File: config.mk
export PLATFORM = sky130hd
export DESIGN_NAME = rpt_evt_collector_flat
export DESIGN_NICKNAME = d
export VERILOG_FILES = /design/src/rtl/rpt_evt_collector_pkg.sv /design/src/rtl/rpt_evt_collector_if.sv /design/src/rtl/rpt_rec_fifo.sv /design/src/rtl/rpt_evt_collector.sv /design/src/flat_wrapper.sv
export SDC_FILE = /design/constraint.sdc
export NUM_CORES = 1
export LEC_CHECK = 0
export CAP_MARGIN = 20
export CORE_UTILIZATION = 59
export CTS_BUF_LIST = sky130_fd_sc_hd__clkbuf_8 sky130_fd_sc_hd__clkbuf_16
export DETAILED_ROUTE_END_ITERATION = 7
export PLACE_DENSITY = 0.77
export SLEW_MARGIN = 10
export SYNTH_ARGS = -nofsm -noshare
export SYNTH_HDL_FRONTEND = slang
export SYNTH_SLANG_ARGS = --single-unit
File: constraint.sdc
create_clock -name clk_i -period 7.6 [get_ports clk_i]
set_input_delay 1.14 -clock clk_i [delete_from_list [all_inputs] [get_ports clk_i]]
set_output_delay 1.14 -clock clk_i [all_outputs]
set_load 0.05 [all_outputs]
File: src/rtl/rpt_evt_collector_pkg.sv
// Shared report types and the timestamped record format that the collector buffers.
// Record src is sized for the largest supported source count (8).
package rpt_hw_pkg;

  localparam int SRC_W = 3;

  typedef enum logic [1:0] {
    RPT_INFO    = 2'd0,
    RPT_WARNING = 2'd1,
    RPT_ERROR   = 2'd2,
    RPT_FATAL   = 2'd3
  } report_t;

  typedef enum logic [1:0] {
    SEV_LOW    = 2'd0,
    SEV_MEDIUM = 2'd1,
    SEV_HIGH   = 2'd2,
    SEV_TOP    = 2'd3
  } severity_t;

  typedef enum logic [1:0] {
    ACT_LOG     = 2'd0,
    ACT_STOP    = 2'd1,
    ACT_EXIT    = 2'd2,
    ACT_LOG_ALT = 2'd3
  } action_t;

  typedef struct packed {
    logic [SRC_W-1:0] src;
    report_t          rtype;
    severity_t        sev;
    logic [7:0]       code;
    logic [31:0]      ts;
  } rpt_rec_t;

endpackage

File: src/rtl/rpt_evt_collector_if.sv
// Event strobes from the checkers plus the valid/ready record stream to the logger.
// slave = collector side, master = environment side.
interface rpt_evt_collector_if #(
  parameter int NSRC = 4
);
  localparam int SRCW = $clog2(NSRC);

  logic [NSRC-1:0]   evt_vld;
  logic [2*NSRC-1:0] evt_type;
  logic [2*NSRC-1:0] evt_sev;
  logic [2*NSRC-1:0] evt_act;
  logic [8*NSRC-1:0] evt_code;

  logic              rec_vld;
  logic              rec_rdy;
  logic [SRCW-1:0]   rec_src;
  logic [1:0]        rec_type;
  logic [1:0]        rec_sev;
  logic [7:0]        rec_code;
  logic [31:0]       rec_time;

  modport master (
    output evt_vld, evt_type, evt_sev, evt_act, evt_code, rec_rdy,
    input  rec_vld, rec_src, rec_type, rec_sev, rec_code, rec_time
  );

  modport slave (
    input  evt_vld, evt_type, evt_sev, evt_act, evt_code, rec_rdy,
    output rec_vld, rec_src, rec_type, rec_sev, rec_code, rec_time
  );

endinterface

File: src/rtl/rpt_rec_fifo.sv
// First-word-fall-through record FIFO; head visible the cycle after a push, zero when empty.
// A push while full is accepted only together with a pop (occupancy unchanged).
module rpt_rec_fifo import rpt_hw_pkg::*; #(
  parameter int DEPTH = 8
) (
  input  logic     clk_i,
  input  logic     rstn_i,
  input  logic     push_i,
  input  rpt_rec_t din_i,
  input  logic     pop_i,
  output rpt_rec_t dout_o,
  output logic     full_o,
  output logic     empty_o
);
  localparam int AW = $clog2(DEPTH);

  rpt_rec_t    mem_q [DEPTH];
  logic [AW:0] wr_q, rd_q;
  logic        do_push, do_pop;

  assign empty_o = (wr_q == rd_q);
  assign full_o  = (wr_q[AW] != rd_q[AW]) && (wr_q[AW-1:0] == rd_q[AW-1:0]);
  assign do_push = push_i && (!full_o || pop_i);
  assign do_pop  = pop_i && !empty_o;
  assign dout_o  = empty_o ? '0 : mem_q[rd_q[AW-1:0]];

  always_ff @(posedge clk_i) begin
    if (do_push) mem_q[wr_q[AW-1:0]] <= din_i;
  end

  always_ff @(posedge clk_i) begin
    if (!rstn_i) begin
      wr_q <= '0;
      rd_q <= '0;
    end else begin
      if (do_push) wr_q <= wr_q + (AW+1)'(1);
      if (do_pop)  rd_q <= rd_q + (AW+1)'(1);
    end
  end

endmodule

File: src/rtl/rpt_evt_collector.sv
// Counts checker events by type, forwards those above threshold via per-source slots, a
// round-robin arbiter and a FWFT FIFO (event t -> rec_vld t+2); a busy slot drops the event.
module rpt_evt_collector import rpt_hw_pkg::*; #(
  parameter int NSRC  = 4,
  parameter int DEPTH = 8,
  parameter int CNT_W = 16
) (
  input  logic                  clk_i,
  input  logic                  rstn_i,
  rpt_evt_collector_if.slave    bus,
  input  logic [1:0]            svrt_thr_i,
  input  logic                  clr_i,
  output logic [CNT_W-1:0]      info_cnt_o,
  output logic [CNT_W-1:0]      warn_cnt_o,
  output logic [CNT_W-1:0]      err_cnt_o,
  output logic [CNT_W-1:0]      fatal_cnt_o,
  output logic [CNT_W-1:0]      drop_cnt_o,
  output logic                  stop_o,
  output logic                  exit_o
);
  localparam int SRCW = $clog2(NSRC);
  localparam int IW   = $clog2(NSRC + 1);

  typedef logic [CNT_W-1:0] cnt_t;

  logic [31:0]     timer_q;
  cnt_t            cnt_q [4];
  cnt_t            cnt_d [4];
  cnt_t            drop_q, drop_d;
  logic            stop_q, stop_d, exit_q, exit_d;
  rpt_rec_t        slot_q [NSRC];
  rpt_rec_t        slot_d [NSRC];
  logic [NSRC-1:0] slot_vld_q, slot_vld_d;
  logic [SRCW-1:0] last_q, last_d;

  logic [IW-1:0]   inc [4];
  logic [IW-1:0]   drop_inc;
  logic [NSRC-1:0] pass;
  logic            any_stop, any_exit;
  logic            can_grant, gnt_vld, pop;
  logic [SRCW-1:0] gnt_idx;
  int              idx;
  logic            fifo_full, fifo_empty;
  rpt_rec_t        fifo_dout;

  function automatic cnt_t sat_add(input cnt_t a, input logic [IW-1:0] b);
    logic [CNT_W:0] s;
    s = {1'b0, a} + (CNT_W+1)'(b);
    return s[CNT_W] ? '1 : s[CNT_W-1:0];
  endfunction

  always_comb begin
    inc      = '{default: '0};
    pass     = '0;
    any_stop = 1'b0;
    any_exit = 1'b0;
    for (int i = 0; i < NSRC; i++) begin
      if (bus.evt_vld[i]) begin
        inc[bus.evt_type[2*i +: 2]] = inc[bus.evt_type[2*i +: 2]] + IW'(1);
        if (bus.evt_sev[2*i +: 2] > svrt_thr_i) begin
          pass[i] = 1'b1;
          if (action_t'(bus.evt_act[2*i +: 2]) == ACT_STOP) any_stop = 1'b1;
          if (action_t'(bus.evt_act[2*i +: 2]) == ACT_EXIT) any_exit = 1'b1;
        end
      end
    end
  end

  // Round-robin: search starts just after the last granted source.
  assign pop       = !fifo_empty && bus.rec_rdy;
  assign can_grant = !fifo_full || pop;

  always_comb begin
    gnt_vld = 1'b0;
    gnt_idx = '0;
    idx     = 0;
    for (int k = 1; k <= NSRC; k++) begin
      idx = int'(last_q) + k;
      if (idx >= NSRC) idx = idx - NSRC;
      if (can_grant && !gnt_vld && slot_vld_q[SRCW'(idx)]) begin
        gnt_vld = 1'b1;
        gnt_idx = SRCW'(idx);
      end
    end
  end

  assign last_d = gnt_vld ? gnt_idx : last_q;

  // A slot being granted this cycle is free to take the new event.
  always_comb begin
    slot_d     = slot_q;
    slot_vld_d = slot_vld_q;
    drop_inc   = '0;
    for (int i = 0; i < NSRC; i++) begin
      if (gnt_vld && gnt_idx == SRCW'(i)) slot_vld_d[i] = 1'b0;
      if (pass[i] && !slot_vld_d[i]) begin
        slot_vld_d[i] = 1'b1;
        slot_d[i]     = '{src:   SRC_W'(i),
                          rtype: report_t'(bus.evt_type[2*i +: 2]),
                          sev:   severity_t'(bus.evt_sev[2*i +: 2]),
                          code:  bus.evt_code[8*i +: 8],
                          ts:    timer_q};
      end else if (pass[i]) begin
        drop_inc = drop_inc + IW'(1);
      end
    end
  end

  always_comb begin
    for (int t = 0; t < 4; t++) cnt_d[t] = clr_i ? '0 : sat_add(cnt_q[t], inc[t]);
    drop_d = clr_i ? '0 : sat_add(drop_q, drop_inc);
    stop_d = clr_i ? 1'b0 : (stop_q | any_stop);
    exit_d = exit_q | any_exit;
  end

  always_ff @(posedge clk_i) begin
    if (!rstn_i) begin
      timer_q    <= '0;
      for (int t = 0; t < 4; t++) cnt_q[t] <= '0;
      drop_q     <= '0;
      stop_q     <= 1'b0;
      exit_q     <= 1'b0;
      for (int i = 0; i < NSRC; i++) slot_q[i] <= '0;
      slot_vld_q <= '0;
      last_q     <= SRCW'(NSRC - 1);
    end else begin
      timer_q    <= timer_q + 32'd1;
      cnt_q      <= cnt_d;
      drop_q     <= drop_d;
      stop_q     <= stop_d;
      exit_q     <= exit_d;
      slot_q     <= slot_d;
      slot_vld_q <= slot_vld_d;
      last_q     <= last_d;
    end
  end

  rpt_rec_fifo #(.DEPTH(DEPTH)) u_fifo (
    .clk_i   (clk_i),
    .rstn_i  (rstn_i),
    .push_i  (gnt_vld),
    .din_i   (slot_q[gnt_idx]),
    .pop_i   (pop),
    .dout_o  (fifo_dout),
    .full_o  (fifo_full),
    .empty_o (fifo_empty)
  );

  assign bus.rec_vld  = !fifo_empty;
  assign bus.rec_src  = SRCW'(fifo_dout.src);
  assign bus.rec_type = fifo_dout.rtype;
  assign bus.rec_sev  = fifo_dout.sev;
  assign bus.rec_code = fifo_dout.code;
  assign bus.rec_time = fifo_dout.ts;

  assign info_cnt_o  = cnt_q[0];
  assign warn_cnt_o  = cnt_q[1];
  assign err_cnt_o   = cnt_q[2];
  assign fatal_cnt_o = cnt_q[3];
  assign drop_cnt_o  = drop_q;
  assign stop_o      = stop_q;
  assign exit_o      = exit_q;

endmodule

File: src/flat_wrapper.sv
// flat-port wrapper written by rule: the top's interface ports become plain ports
module rpt_evt_collector_flat import rpt_hw_pkg::*;
#(
  parameter int NSRC  = 4,
  parameter int DEPTH = 8,
  parameter int CNT_W = 16
)
  (clk_i, rstn_i, svrt_thr_i, clr_i, info_cnt_o, warn_cnt_o, err_cnt_o, fatal_cnt_o, drop_cnt_o, stop_o, exit_o, bus_evt_vld, bus_evt_type, bus_evt_sev, bus_evt_act, bus_evt_code, bus_rec_rdy, bus_rec_vld, bus_rec_src, bus_rec_type, bus_rec_sev, bus_rec_code, bus_rec_time);
  rpt_evt_collector_if #(.NSRC(NSRC)) bus_i ();
  input  logic clk_i;
  input  logic rstn_i;
  input  logic [1:0] svrt_thr_i;
  input  logic clr_i;
  output logic [CNT_W-1:0] info_cnt_o;
  output logic [CNT_W-1:0] warn_cnt_o;
  output logic [CNT_W-1:0] err_cnt_o;
  output logic [CNT_W-1:0] fatal_cnt_o;
  output logic [CNT_W-1:0] drop_cnt_o;
  output logic stop_o;
  output logic exit_o;
  input wire logic [$bits(bus_i.evt_vld)-1:0] bus_evt_vld;
  input wire logic [$bits(bus_i.evt_type)-1:0] bus_evt_type;
  input wire logic [$bits(bus_i.evt_sev)-1:0] bus_evt_sev;
  input wire logic [$bits(bus_i.evt_act)-1:0] bus_evt_act;
  input wire logic [$bits(bus_i.evt_code)-1:0] bus_evt_code;
  input wire logic [$bits(bus_i.rec_rdy)-1:0] bus_rec_rdy;
  output wire logic [$bits(bus_i.rec_vld)-1:0] bus_rec_vld;
  output wire logic [$bits(bus_i.rec_src)-1:0] bus_rec_src;
  output wire logic [$bits(bus_i.rec_type)-1:0] bus_rec_type;
  output wire logic [$bits(bus_i.rec_sev)-1:0] bus_rec_sev;
  output wire logic [$bits(bus_i.rec_code)-1:0] bus_rec_code;
  output wire logic [$bits(bus_i.rec_time)-1:0] bus_rec_time;
  assign bus_i.evt_vld = bus_evt_vld;
  assign bus_i.evt_type = bus_evt_type;
  assign bus_i.evt_sev = bus_evt_sev;
  assign bus_i.evt_act = bus_evt_act;
  assign bus_i.evt_code = bus_evt_code;
  assign bus_i.rec_rdy = bus_rec_rdy;
  assign bus_rec_vld = bus_i.rec_vld;
  assign bus_rec_src = bus_i.rec_src;
  assign bus_rec_type = bus_i.rec_type;
  assign bus_rec_sev = bus_i.rec_sev;
  assign bus_rec_code = bus_i.rec_code;
  assign bus_rec_time = bus_i.rec_time;
  rpt_evt_collector #(.NSRC(NSRC), .DEPTH(DEPTH), .CNT_W(CNT_W)) u_core (.clk_i(clk_i), .rstn_i(rstn_i), .bus(bus_i), .svrt_thr_i(svrt_thr_i), .clr_i(clr_i), .info_cnt_o(info_cnt_o), .warn_cnt_o(warn_cnt_o), .err_cnt_o(err_cnt_o), .fatal_cnt_o(fatal_cnt_o), .drop_cnt_o(drop_cnt_o), .stop_o(stop_o), .exit_o(exit_o));
endmodule
Word-level counts from Yosys, hierarchy flattened
Memories as Yosys holds them, arrays and structs flattened. A register that Yosys moved wholly into a read port is not among the register bits.
Cells that the tools add are included.
- latch bits: 0
- bits in registers: 307
- memory bits (writable): 376
- bits in read-only memories: 0
- memories kept: 1
- output and inout port bits: 129
- logic and storage cells: 246
- input bits: 66
- $add $sub $neg: 23
- multipliers: 0
- shift operators: 0
- eq/ne operators: 14
- reduce and logical (&&, ||, !) cells: 35
- order comparisons: 21
- muxes and demuxes: 112
- div/mod/pow operators: 0
- bitwise gates (word level): 9
- memories (name ; depth ; bits a word ; read ports ; clocked after Yosys merged registers in ; wr ports ; RTL line ; RTL):
    u_core.u_fifo.mem_q ; 8 ; 47 ; 1 ; 1 ; 1 ; rpt_rec_fifo.sv:17 ; rpt_rec_t mem_q [DEPTH];
- operators by type and width (kind ; count):
    binary-select mux 47 bit (select 2 bit) ; 1
    2-to-1 mux 47 bit ; 2
    adder 16 x 3 -> 17 bit ; 5
    2-to-1 mux 16 bit ; 5
    2-to-1 mux 3 bit ; 21
    2-to-1 mux 1 bit ; 55
    2-to-1 mux 12 bit ; 4
    2-to-1 mux 46 bit ; 1
    bitwise mux 12 bit ; 3
    adder 32 x 1 -> 32 bit (second input constant) ; 1
    binary-select mux 3 bit (select 2 bit) ; 4
    demux 3 bit (select 2 bit) ; 4
    greater-or-equal comparator 3 bit (second input constant) ; 8
    logical AND 1 bit ; 23
    adder 3 x 1 -> 3 bit (second input constant) ; 7
    < comparator 2 x 4 -> 1 bit (second input constant) ; 4
    2-to-1 mux 2 bit ; 8
    inverter 2 -> 3 bit ; 5
    bitwise AND 12 bit ; 1
    == test 2 bit (second input constant) ; 6
    < comparator 3 x 1 -> 1 bit (second input constant) ; 4
    == test 2 x 1 -> 1 bit (second input constant) ; 5
    zero test 1 bit ; 9
    adder 4 x 1 -> 4 bit (second input constant) ; 2
    15 further kinds ; 26

Depth between registers and ports, before layout
Gate-level depths: netlist of the first run.
- depth in word-level cells: 37
- gate-level depth with buffers: 22
- gate-level depth less buffers: 19

By module
From an unflattened synthesis of the first run, not the netlist that was laid out.
- cells, all modules: 2457
- area total of the unflattened synthesis: 30081.4 um^2
- by module, submodules not included (module ; times used ; area each (um^2) ; cells an instance ; seq. area each (um^2)):
    rpt_evt_collector ; 1 ; 15167.0 ; 1789 ; 5985.7
    rpt_rec_fifo ; 1 ; 14914.3 ; 668 ; 11511.0

Least setup slack after synthesis of the first run
OpenSTA, ideal clock, no wires.
- kind: in2reg
- from: input port bus_rec_rdy
- to: memory u_core.u_fifo.mem_q[4][0] in the netlist's numbering, enable pin
- data required time: 7.020 ns
- cell stages on the path: 3
- library setup time: 0.580 ns
- path slack: 0.784 ns
- arrival: 6.236 ns
- path through: nor2_1 > a21o_1 > nor4b_1
- longest elaborated chain between the ends: 19
- RTL lines (what ; RTL line ; RTL):
    from (decl) ; flat_wrapper.sv:26 ; input wire logic [$bits(bus_i.rec_rdy)-1:0] bus_rec_rdy;
    logical AND 1 bit * ; rpt_evt_collector.sv:70 ; assign pop = !fifo_empty && bus.rec_rdy;
    logical OR 1 bit * ; rpt_rec_fifo.sv:23, rpt_evt_collector.sv:71 ;
    logical AND 1 bit ; rpt_evt_collector.sv:80 ; if (can_grant && !gnt_vld && slot_vld_q[SRCW'(idx)]) begin
    2-to-1 mux 1 bit ; rpt_evt_collector.sv:80 ;
    zero test 1 bit ; rpt_evt_collector.sv:80 ;
    logical AND 1 bit (2 in series) ; rpt_evt_collector.sv:80 ;
    2-to-1 mux 1 bit ; rpt_evt_collector.sv:80 ;
    zero test 1 bit ; rpt_evt_collector.sv:80 ;
    logical AND 1 bit (2 in series) ; rpt_evt_collector.sv:80 ;
    2-to-1 mux 1 bit ; rpt_evt_collector.sv:80 ;
    zero test 1 bit ; rpt_evt_collector.sv:80 ;
    logical AND 1 bit (2 in series) ; rpt_evt_collector.sv:80 ;
    2-to-1 mux 1 bit ; rpt_evt_collector.sv:80 ;
    logical AND 1 bit * ; rpt_rec_fifo.sv:23 ; assign do_push = push_i && (!full_o || pop_i);
    2-to-1 mux 1 bit * ; rpt_rec_fifo.sv:28 ; if (do_push) mem_q[wr_q[AW-1:0]] <= din_i;
    2-to-1 mux 1 bit (not written as such) * ; rpt_rec_fifo.sv:28 ;
    to (decl) ; rpt_rec_fifo.sv:17 ;
Every way passes the cells marked *; elsewhere a longest branch is shown, timed or not.

Worst setup path in the final report of the first run
- from: input port bus_evt_vld[0]
- to: register u_core.cnt_q, in the netlist u_core.fatal_cnt_o[13]
- longest elaborated chain between the ends: 21
- RTL lines (what ; RTL line ; RTL):
    from (decl) ; flat_wrapper.sv:21 ; input wire logic [$bits(bus_i.evt_vld)-1:0] bus_evt_vld;
    2-to-1 mux 12 bit * ; rpt_evt_collector.sv:58 ; if (bus.evt_vld[i]) begin
    binary-select mux 3 bit (select 2 bit) ; rpt_evt_collector.sv:59 ; inc[bus.evt_type[2*i +: 2]] = inc[bus.evt_type[2*i +: 2]] + IW'(1);
    2-to-1 mux 3 bit (not written as such) (2 in series) ; rpt_evt_collector.sv:59 ;
    adder 3 x 1 -> 3 bit ; rpt_evt_collector.sv:59 ;
    bitwise mux 12 bit ; rpt_evt_collector.sv:59 ;
    2-to-1 mux 12 bit * ; rpt_evt_collector.sv:58 ;
    binary-select mux 3 bit (select 2 bit) ; rpt_evt_collector.sv:59 ;
    2-to-1 mux 3 bit (not written as such) (2 in series) ; rpt_evt_collector.sv:59 ;
    (+2 left out) ; n/a ;
    2-to-1 mux 12 bit * ; rpt_evt_collector.sv:58 ;
    binary-select mux 3 bit (select 2 bit) ; rpt_evt_collector.sv:59 ;
    2-to-1 mux 3 bit (not written as such) (2 in series) ; rpt_evt_collector.sv:59 ;
    adder 3 x 1 -> 3 bit ; rpt_evt_collector.sv:59 ;
    bitwise mux 12 bit ; rpt_evt_collector.sv:59 ;
    2-to-1 mux 12 bit * ; rpt_evt_collector.sv:58 ;
    adder 16 x 3 -> 17 bit * ; rpt_evt_collector.sv:48 ; s = {1'b0, a} + (CNT_W+1)'(b);
    2-to-1 mux 16 bit * ; rpt_evt_collector.sv:49 ; return s[CNT_W] ? '1 : s[CNT_W-1:0];
    to (signal assigned) ; rpt_evt_collector.sv:128 ; cnt_q <= cnt_d;
    to (decl) ; rpt_evt_collector.sv:27 ; cnt_t cnt_q [4];
Every way passes the cells marked *; elsewhere a longest branch is shown, timed or not. The select of a mux whose other input is x is not followed.
A chain may end at the register's enable or synchronous reset.

==> results.md, run 1 <==
- Worst vdd ir: 0.1693 mV
- Nets: 2506
- Commonest non-fill, non-tap cell in the layout: edfxtp_1
- Root Buffer Master: clkbuf_16
- Multiplexer share of the synthesized area: 17.12%
- First DRT Iteration DRCs: 1791
- Max-Cap Viols: 0
- Setup bufs post-CTS: 0
- Post-Syn Area: 28920 µm²
- IO buf count: 194
- Routed WL: 68440 µm
- CP Launch Type: input pin
- Post-route setup TNS: 0 ps
- Share of flip-flops with an asynchronous set or reset: 0%
- DR DRC count: 0
- Ports: 195
- Largest family of logic cells by synthesized area: multiplexers
- Status: finished clean
- Full die area: 49910 µm²
- CTS Buf Count: 69
- Seq pwr share: 42.5%
- Cell variety after synth: 62
- Chip Width: 223.4 µm
- Synth Register Bits: 678
- Most frequent cells in the layout: 368 x edfxtp_1, 307 x dfxtp_1, 273 x mux2i_1, 201 x nor2_1, 194 x clkdlybuf4s50_1
- Syn Nets: 2358
- Worst setup path start: bus_evt_vld[0]
- Vias: 18880
- Reg area: 17270 µm²
- P_sw: 0.002844 W
- # setup viols final: 0
- Slew headroom: 31.73%
- Ratio of cells with drive above 1 in the final layout: 11.46%
- Congestion Overflow GR: 0
- Vias in the first global route: 19090
- Largest net degree at the start of global routing: 122
- Switching fraction of total power: 28.91%
- Maximum clock rate: 176.4 MHz
- Post-DRT Antenna Nets: 0
- RSZ-0062 raised after global routing: false
- CTS Sinks: 678
- Type of the worst setup path: in2reg
- Total core area: 48050 µm²
- Grt met3 use: 6.282%
- Overall Global Routing Usage: 27.53%
- Synth Area in Simple Gates: 8.660%
- Clock power frac: 36.4%
- FF-to-FF setup slack: 2390 ps
- Worst Hold Launch: u_core.slot_q[138]
- Worst hold slack: 471.7 ps
- Logic pwr share: 21.1%
- Adder-Cell Fraction of Synth Area: 1.687%
- R2r startpoint: u_core.u_fifo.wr_q[0]
- Die height: 223.4 µm
- DR WL/cell: 22.25 µm
- Worst-Skew Late Latency: 610 ps
- Clock buffer depth: 3
- Initial antenna violation count: 2
- Row cnt: 80
- Post-synth EDFFs: 368
- Area after DPL: 31340 µm²
- Util after Layout: 70.37%
- CTS tree: built
- Worst-margin pin slew: 1024 ps
- Post-synthesis xor/xnor area fraction: 3.301%
- Layout Skew: 24.32 ps
- Synth Area in Compound Gates: 6.606%
- Top FF cell, synth: edfxtp_1
- Detail Placement HPWL: 40060 µm
- Sequential share of the synthesized area: 59.66%
- Slew Limit Fails: 0
- FILL cells: 3270
- Met1 usage: 36.38%
- First-pass GRT wire length: 106600 µm
- Post_cts resized: 0
- WP data required: 8110 ps
- Worst Hold Class: reg2reg
- Busiest layer in global routing: met2
- CP arrival: 6180 ps
- Met2 GRT Util: 45.39%
- Mapped Cells: 2256
- Tot Pwr: 0.009837 W
- Crit path max fanout: 13
- DRT Pass-1 Iters: 6
- Area occupied by multi-input gates: 10910 µm²
- Initial Utilization: 60.20%
- Avg Vias per Cell: 6.139
- Area growth syn-to-layout: 16.89%
- Fin area: 33810 µm²
- Pwr dens: 291.0 nW/µm²
- Cell internal pwr: 0.006993 W
- Final Hold Vio Count: 0
- Clock Pin Slew Worst Setup and Hold Paths: 60 ps
- Static leakage: 11.84 nW
- Average size of a mapped cell: 12.82 µm²
- Tcrit/Tclk final: 74.58%
- CTS Hold Buffers Added: 0
- H-tree depth: 3
- GPL Wtd Cong: 0.8579
- CP endpoint kind: register
- YS warnings: 0
- Min Tclk post-route: 5668 ps
==> area by class of cell <==
type	instances	area share [%]
antenna	1	0.007402
clock inverter	47	1.554
sequential	678	51.07
clock buffer	80	5.655
tap	615	2.276
multi-input combinational	1388	32.28
inverter	34	0.3923
timing repair buffer	233	6.765
==> worst paths after layout <==
path,end,cells after the start
worst max-delay path,u_core.fatal_cnt_o[13],18
worst min-delay path,u_core.slot_q[138],2
worst max register to register,u_core.drop_cnt_o[6],17
worst min register to register,u_core.slot_q[138],2
==> critical path: stages <==
cell	delay, ps
clkdlybuf4s50_1	570
nor2b_1	230
nor2b_1	190
xnor2_1	200
inv_1	80
mux4_2	460
ha_1	330
nand2_1	70
o41ai_1	100
mux4_2	490
ha_1	220
xor2_1	280
o21ai_0	180
ha_1	360
a21oi_1	120
nor3_1	430
nand2_1	440
a21oi_1	270
==> per-stage QoR <==
stage               std cells  setup WS, ps
global placement         2946          1577
global route             3076          1571
floorplan                2256         783.8
finish                   3076          1932
detailed placement       2947          1430
CTS                      3074          2024
==> power groups by stage <==
stage          clock (W)  combinational (W)  sequential (W)
2_1_floorplan          0            0.00149         0.00419
3_3_place_gp           0            0.00204         0.00424
3_5_place_dp           0            0.00207         0.00426
4_1_cts          0.00362            0.00208         0.00418
5_1_grt          0.00376            0.00218         0.00420
6_report         0.00359            0.00207         0.00418
==> flip-flops by register name (all words and copies together) (netlist names), named ones only <==
register / count
u_core.u_fifo.mem_q: 368
u_core.slot_q: 179
u_core.timer_q: 32
u_core.drop_cnt_o: 16
u_core.err_cnt_o: 16
u_core.fatal_cnt_o: 16
u_core.info_cnt_o: 16
u_core.warn_cnt_o: 16
u_core.slot_vld_q: 4
u_core.u_fifo.rd_q: 4
u_core.u_fifo.wr_q: 4
u_core.last_q: 2
u_core.exit_o: 1
u_core.stop_o: 1
==> synth_stat cells (all sizes together) (5+ instances only) <==
master  number  share of area (%)
edfxtp     368                 38
dfxtp      310                 21
mux2i      273                9.4
nor2       201                2.6
a21oi      181                3.2
nand3      131                2.3
o21ai      107                1.9
mux4        95                7.4
clkbuf      88                1.1
buf         68                1.4
nand2       68               0.88
xor2        57                1.7
xnor2       52                1.6
inv         34               0.44
ha          31                1.3
and3        24               0.52
nand4       20               0.43
nor3        16               0.29
nor2b       13               0.28
nor3b       12               0.31
a21o        11               0.29
and2        10               0.22
a31oi        8               0.17
mux2         7               0.27
nand3b       7               0.18
o211ai       7               0.20
or3          7               0.17
fa           5               0.35
nor4         5               0.11
==> per-layer routing <==
| metal | vias to the layer above | wire (µm) |
|---|---|---|
| met5 | - | 13 |
| met4 | 2 | 1649 |
| met3 | 118 | 5040 |
| met2 | 666 | 33270 |
| met1 | 9478 | 28470 |
| li1 | 8619 | - |
==> cell families (layout without fill, tap and decap cells) <==
logic type               Yosys count  in the layout
adder cells (fa/ha/maj)           36             36
AO/OA/AOI/OAI                    340            340
flip-flops                       678            678
AND/OR/NAND/NOR                  528            528
XOR/XNOR                         109            109
buffers and inverters            190            394
multiplexers                     375            375
other                              0              1
No activity file was read; power rests on OpenSTA's default activity.
==> run 2: changes to the inputs <==
--- a/config.mk
+++ b/config.mk
@@ -6,10 +6,10 @@
 export NUM_CORES = 1
 export LEC_CHECK = 0
 export CAP_MARGIN = 20
-export CORE_UTILIZATION = 59
+export CORE_UTILIZATION = 53
 export CTS_BUF_LIST = sky130_fd_sc_hd__clkbuf_8 sky130_fd_sc_hd__clkbuf_16
 export DETAILED_ROUTE_END_ITERATION = 7
-export PLACE_DENSITY = 0.77
+export PLACE_DENSITY = 0.73
 export SLEW_MARGIN = 10
 export SYNTH_ARGS = -nofsm -noshare
 export SYNTH_HDL_FRONTEND = slang
==> constraint.sdc (replaced) <==
create_clock -name clk_i -period 4.6 [get_ports clk_i]
set_input_delay 0.69 -clock clk_i [delete_from_list [all_inputs] [get_ports clk_i]]
set_output_delay 0.69 -clock clk_i [all_outputs]
set_load 0.05 [all_outputs]
==> run 2 against run 1 <==
Compared with the run above:
- sequential share of layout area shrank 1.2 points
- power grew 62%
- critical path type is now reg2reg
- clock skew is essentially flat
- setup slack lost 1800 ps
- die area grew 11%
- largest power group unchanged
- combinational power grew 74%
- clock-buffer cell count grew 2
- highest routed layer unchanged
==> results.md, run 2 (synthesis results as in run 1) <==
- Status: finished clean
- Maximum clock rate: 224.6 MHz
- Most frequent cells in the layout: 368 x edfxtp_1, 306 x dfxtp_1, 273 x mux2i_1, 199 x nor2_1, 194 x clkdlybuf4s50_1
- Worst-margin pin slew: 1017 ps (-7.592 ps)
- Root Buffer Master: clkbuf_16
- Final Hold Vio Count: 0 (unchanged)
- DP Worst Slack: -802.3 ps (-2233 ps)
- Chip Width: 235.6 µm (+5.5%)
- Worst vdd ir: 0.2294 mV (+36%)
- Util after Layout: 64.16% (-6.2 points)
- First DRT Iteration DRCs: 1518 (-15%)
- CP max-delay cell: or3_4
- Clock Pin Slew Worst Setup and Hold Paths: 60 ps (about the same)
- Slew Limit Fails: 0 (unchanged)
- IO buf count: 194 (unchanged)
- # setup viols final: 0 (unchanged)
- Min Tclk post-route: 4452 ps
- WP data required: 5070 ps (-3040 ps)
- First-pass GRT wire length: 106600 µm (about the same)
- Initial Utilization: 53.64% (-6.6 points)
- Worst hold slack: 464.4 ps (-7.313 ps)
- H-tree depth: 3 (unchanged)
- CP endpoint kind: register
- RR Endpoint: u_core.drop_cnt_o[15]
- Tcrit/Tclk final: 96.77%
- CP arrival: 4920 ps (-1260 ps)
- Row cnt: 85 (+6.3%)
- Worst-Skew Late Latency: 600 ps (about the same)
- CTS Hold Buffers Added: 0 (unchanged)
- DR WL/cell: 20.94 µm (-5.9%)
- CP most frequent cell: ha_1
- FF-to-FF setup slack: 150 ps (-2240 ps)
- Total core area: 53920 µm² (+12%)
- Nets: 2588 (+3.3%)
- Critical path depth: 18 (unchanged)
- Die height: 235.6 µm (+5.5%)
- Type of the worst setup path: reg2reg
- Clock buffer depth: 3 (unchanged)
- R2r startpoint: u_core.u_fifo.rd_q[2]
- FILL cells: 3931 (+20%)
- Congestion Overflow GR: 0 (unchanged)
- Crit path buf inv count: 0 (-2)
- Routed WL: 67920 µm (-0.77%)
- Static leakage: 12.27 nW (+3.6%)
- Full die area: 55510 µm² (+11%)
- GPL Wtd Cong: 0.8572 (about the same)
- CTS Sinks: 678 (unchanged)
- Area occupied by multi-input gates: 11100 µm² (+1.7%)
- Final WS setup: 148.4 ps (-1784 ps)
- Crit-path cells: xor2_1 -> or3_4 -> o211ai_1 -> nor3b_2 -> ha_1 -> mux2_2 -> ha_1 -> o211a_1 -> a31o_2 -> ha_1 -> mux2_2 -> ha_1 -> a21o_1 -> a21oi_2 -> nor2b_2 -> nand3_1 -> nor3_1 -> a211oi_1
- Commonest non-fill, non-tap cell in the layout: edfxtp_1
- Post-DRT Antenna Nets: 0 (unchanged)
- Initial antenna violation count: 10 (+8)
- CTS tree: built
- Overall Global Routing Usage: 24.48% (-3.1 points)
- Slew headroom: 32.23% (+0.51 points)
- Max-Cap Viols: 0 (unchanged)
- Vias in the first global route: 19660 (+3.0%)
- CP Launch Type: register
- Avg Vias per Cell: 5.862 (-4.5%)
- Crit path max fanout: 4 (-9)
- Max reg flops: 368 (unchanged)
- Pwr dens: 459.5 nW/µm² (+58%)
- CP max stage delay: 420 ps (-150 ps)
- CTS Buf Count: 70 (+1.4%)
- Reg2Reg Depth: 18 (+1)
- Worst Hold Class: reg2reg
- CP endpoint: u_core.drop_cnt_o[15]
- Detail Placement HPWL: 39990 µm (-0.18%)
- Vias: 19020 (+0.71%)
- Ports: 195 (unchanged)
- Reg area: 17270 µm² (about the same)
- Layout Skew: 24.58 ps (+0.2545 ps)
- Worst setup path start: u_core.u_fifo.rd_q[2]
- Area growth syn-to-layout: 19.61%
- Ratio of cells with drive above 1 in the final layout: 15.27% (+3.8 points)
- Largest net degree at the start of global routing: 78 (-36%)
- DRT Pass-1 Iters: 5 (-1)
- CP delay by family, top: simple AND/OR/NAND/NOR gates
- DR DRC count: 0 (unchanged)
==> run 2: final cells by class <==
class,instances,share of cell area (%)
tap,696,2.517
sequential,678,49.91
antenna,7,0.05063
timing repair buffer,314,8.553
multi-input combinational,1388,32.08
inverter,34,0.3833
clock buffer,82,5.703
clock inverter,45,0.8065
==> run 2: worst min-delay path by stage <==
stage                                  start            endpoint  cells past startpoint
after floorplan           u_core.slot_q[138]  u_core.slot_q[138]                      2
after global placement    u_core.slot_q[138]  u_core.slot_q[138]                      2
after detailed placement   u_core.slot_q[34]   u_core.slot_q[34]                      2
after CTS                  u_core.slot_q[34]   u_core.slot_q[34]                      2
after global routing       u_core.slot_q[34]   u_core.slot_q[34]                      2
final                      u_core.slot_q[34]   u_core.slot_q[34]                      2
==> run 2: worst reg2reg max path, stage by stage (launching register included) <==
cell and delay (ps):
dfxtp_1 350, xor2_1 190, or3_4 420, o211ai_1 250, nor3b_2 260, ha_1 260, mux2_2 280, ha_1 280
o211a_1 110, a31o_2 220, ha_1 300, mux2_2 270, ha_1 270, a21o_1 130, a21oi_2 70, nor2b_2 180
nand3_1 130, nor3_1 280, a211oi_1 90
==> run 2: per-stage QoR <==
step	TNS [ps]	area (µm²)	total power [W]	std cells
after global routing	-54.14	34590	0.01644	3240
after CTS	0	34420	0.01599	3229
final	0	34600	0.01590	3244
after floorplan	-70440	28980	0.009382	2256
after global placement	-42840	32130	0.01050	3102
after detailed placement	-49570	32130	0.01055	3102
==> run 2: repair_timing <==
action,4_1_cts,5_1_grt
endpoints found under the setup margin,39,80
pin swaps,1,9
buffers inserted,0,8
gates resized for setup,7,23
endpoints found under the hold margin,0,0
==> run 2: report_power, final <==
part           total, W  internal (W)  switching, W
sequential      0.00683       0.00670      0.000134
combinational   0.00360       0.00134       0.00225
clock           0.00547       0.00317       0.00230
==> run 2: metal layers <==
metal  vias up  track usage, %  wire [µm]
met2       622           40.83      33150
met4         4           7.843       1426
met5         -               0         27
met1      9514           31.84      28140
met3       100           5.394       5171
li1       8777               -          -
==> run 3: changes to the inputs <==
--- a/config.mk
+++ b/config.mk
@@ -6,6 +6,7 @@
 export NUM_CORES = 1
 export LEC_CHECK = 0
 export CAP_MARGIN = 20
+export CORE_MARGIN = 1.5
 export CORE_UTILIZATION = 53
 export CTS_BUF_LIST = sky130_fd_sc_hd__clkbuf_8 sky130_fd_sc_hd__clkbuf_16
 export DETAILED_ROUTE_END_ITERATION = 7
==> run 3 against run 2 <==
Compared with the run above:
- combinational power is essentially flat
- power down 0.37%
- via count is 0.63% higher
- critical path depth increased by 2
- clock skew up 4.3 ps
- register-to-register slack barely moved
- fmax fell by 0.71%
- wire length up 1.6%
- setup slack got worse by 32 ps
==> results.md, run 3 (synthesis results as in run 1) <==
- Congestion Overflow GR: 0 (unchanged)
- Maximum clock rate: 223.0 MHz (-0.71%)
- Met3 wire len: 4823 µm (-6.7%)
- Top Metal Used: met5
- Row cnt: 85 (unchanged)
- Worst hold slack: 462.6 ps (-1.781 ps)
- Worst vdd ir: 0.3011 mV (+31%)
- Detail Route met2 WL: 33610 µm (+1.4%)
- Routed WL: 69010 µm (+1.6%)
- CP Launch Type: input pin
- Nets: 2592 (+0.15%)
- Initial antenna violation count: 4 (-6)
- Worst-Skew Late Latency: 610 ps (about the same)
- Ports: 195 (unchanged)
- Avg Vias per Cell: 5.908 (+0.78%)
- CTS Sinks: 678 (unchanged)
- DRT Pass-1 Iters: 5 (unchanged)
- Area growth syn-to-layout: 19.72% (about the same)
- CP max-delay cell: mux4_2
- M1 WL: 28640 µm (+1.8%)
- Most frequent cells in the layout: 368 x edfxtp_1, 306 x dfxtp_1, 273 x mux2i_1, 199 x nor2_1, 190 x clkdlybuf4s50_1
- Static leakage: 12.31 nW (+0.38%)
- Tot Pwr: 0.01584 W (-0.37%)
- Largest net degree at the start of global routing: 93 (+19%)
- Root Buffer Master: clkbuf_16
- Area occupied by multi-input gates: 11160 µm² (+0.54%)
- DP Worst Slack: -798.8 ps (+3.481 ps)
- Slew headroom: 26.51% (-5.7 points)
- DR WL/cell: 21.31 µm (+1.8%)
- Pwr dens: 457.4 nW/µm² (-0.46%)
- Final WS setup: 116.4 ps (-32.03 ps)
- Fin area: 34630 µm² (about the same)
- Die height: 236.6 µm (+0.42%)
- Min Tclk post-route: 4484 ps (+32.03 ps)
- First DRT Iteration DRCs: 1306 (-14%)
- Initial Utilization: 53.64% (unchanged)
- Full die area: 55980 µm² (+0.85%)
- Reg area: 17270 µm² (unchanged)
- WP data required: 5040 ps (-30 ps)
- Chip Width: 236.6 µm (+0.42%)
- First-pass GRT wire length: 108300 µm (+1.5%)
- Clock buffer depth: 3 (unchanged)
- Vias: 19140 (+0.63%)
- Final Hold Vio Count: 0 (unchanged)
- FILL cells: 3920 (-0.28%)
- CTS tree: built
- Tcrit/Tclk final: 97.47% (+0.70 points)
- Crit path buf inv count: 3 (+3)
- H-tree depth: 3 (unchanged)
- Type of the worst setup path: in2reg
- Total core area: 53920 µm² (unchanged)
- CP delay by family, top: multiplexers
- Area after DPL: 32180 µm² (+0.18%)
- Worst Hold Class: reg2reg
- Overall Global Routing Usage: 24.71% (+0.23 points)
- CTS Buf Count: 70 (unchanged)
- Status: finished clean
- Worst-margin pin slew: 1102 ps (+85.81 ps)
- CP max stage delay: 510 ps (+90 ps)
- IO buf count: 194 (unchanged)
- GPL Wtd Cong: 0.8490 (-0.96%)
- Vias in the first global route: 19850 (+0.94%)
- Layout Skew: 28.91 ps (+4.333 ps)
- Clock Pin Slew Worst Setup and Hold Paths: 60 ps (about the same)
- Post-DRT Antenna Nets: 0 (unchanged)
- CTS Hold Buffers Added: 0 (unchanged)
- Max-Cap Viols: 0 (unchanged)
- Max reg flops: 368 (unchanged)
- Slew Limit Fails: 0 (unchanged)
- Util after Layout: 64.22% (about the same)
- Detail Placement HPWL: 41190 µm (+3.0%)
- Commonest non-fill, non-tap cell in the layout: edfxtp_1
- CP endpoint kind: register
- Crit path max fanout: 5 (+1)
- DR DRC count: 0 (unchanged)
- Crit-path cells: clkdlybuf4s50_1 -> nor2b_4 -> buf_6 -> nand2_2 -> xor2_2 -> mux4_2 -> ha_4 -> nand2_1 -> o31ai_2 -> mux4_2 -> ha_4 -> mux2_4 -> ha_4 -> a21o_1 -> a21oi_2 -> nand3b_1 -> buf_4 -> nor2_1 -> xnor2_1 -> a21oi_1
- CP most frequent cell: ha_4
- CP arrival: 4930 ps (about the same)
- Ratio of cells with drive above 1 in the final layout: 15.34% (+0.073 points)
- # setup viols final: 0 (unchanged)
==> run 3: layout make-up <==
cell class / count / share of cell area [%]
flip-flops and latches: 678 / 49.86
multi-input cells: 1388 / 32.22
repair buffers: 318 / 8.697
clock buffers: 76 / 5.362
well taps: 696 / 2.515
clock inverters: 48 / 0.9503
inverters: 34 / 0.3830
diodes: 1 / 0.007226
==> run 3: power by group <==
part / total (W) / leakage (nW) / switching, W / internal [W]
Clock: 0.00541 / 1.15 / 0.00228 / 0.00312
Combinational: 0.00358 / 5.35 / 0.00225 / 0.00132
Sequential: 0.00686 / 5.82 / 0.000160 / 0.00670
Total: 0.0158 / 12.3 / 0.00470 / 0.0111
==> run 3: metal layers <==
metal,up-vias,track usage (%)
met4,4,8.955
met2,677,41.76
met3,133,4.908
met5,-,0
li1,8786,-
met1,9536,31.65
==> run 3: worst register-to-register path: cells and delay by family, from the launching register on <==
family / cells / cell delay, ps
flops: 1 / 340
fa+ha+maj: 4 / 1110
xor+xnor: 2 / 320
simple gates: 4 / 980
compound gates: 6 / 1050
mux: 2 / 550
==> run 3: metrics by stage <==
| step | TNS, ps | std cells |
|---|---|---|
| floorplan | -70440 | 2256 |
| global placement | -40610 | 3108 |
| detailed placement | -47710 | 3108 |
| CTS | 0 | 3234 |
| global route | -22.17 | 3239 |
| finish | 0 | 3239 |
==> run 3: what timing repair did <==
| action | CTS | global route |
|---|---|---|
| buffers inserted | 2 | 4 |
| resized for setup | 8 | 36 |
| pin swaps | 1 | 12 |
| setup endpoints to repair | 27 | 79 |
==> run 3: worst paths after layout <==
kind | startpoint | to | slack (ps) | cells after the start
worst max-delay path | bus_evt_vld[1] | u_core.err_cnt_o[7] | 120 | 20
worst min-delay path | u_core.slot_q[138] | u_core.slot_q[138] | 460 | 2
worst max register to register | u_core.u_fifo.rd_q[1] | u_core.drop_cnt_o[11] | 150 | 18
worst min register to register | u_core.slot_q[138] | u_core.slot_q[138] | 460 | 2
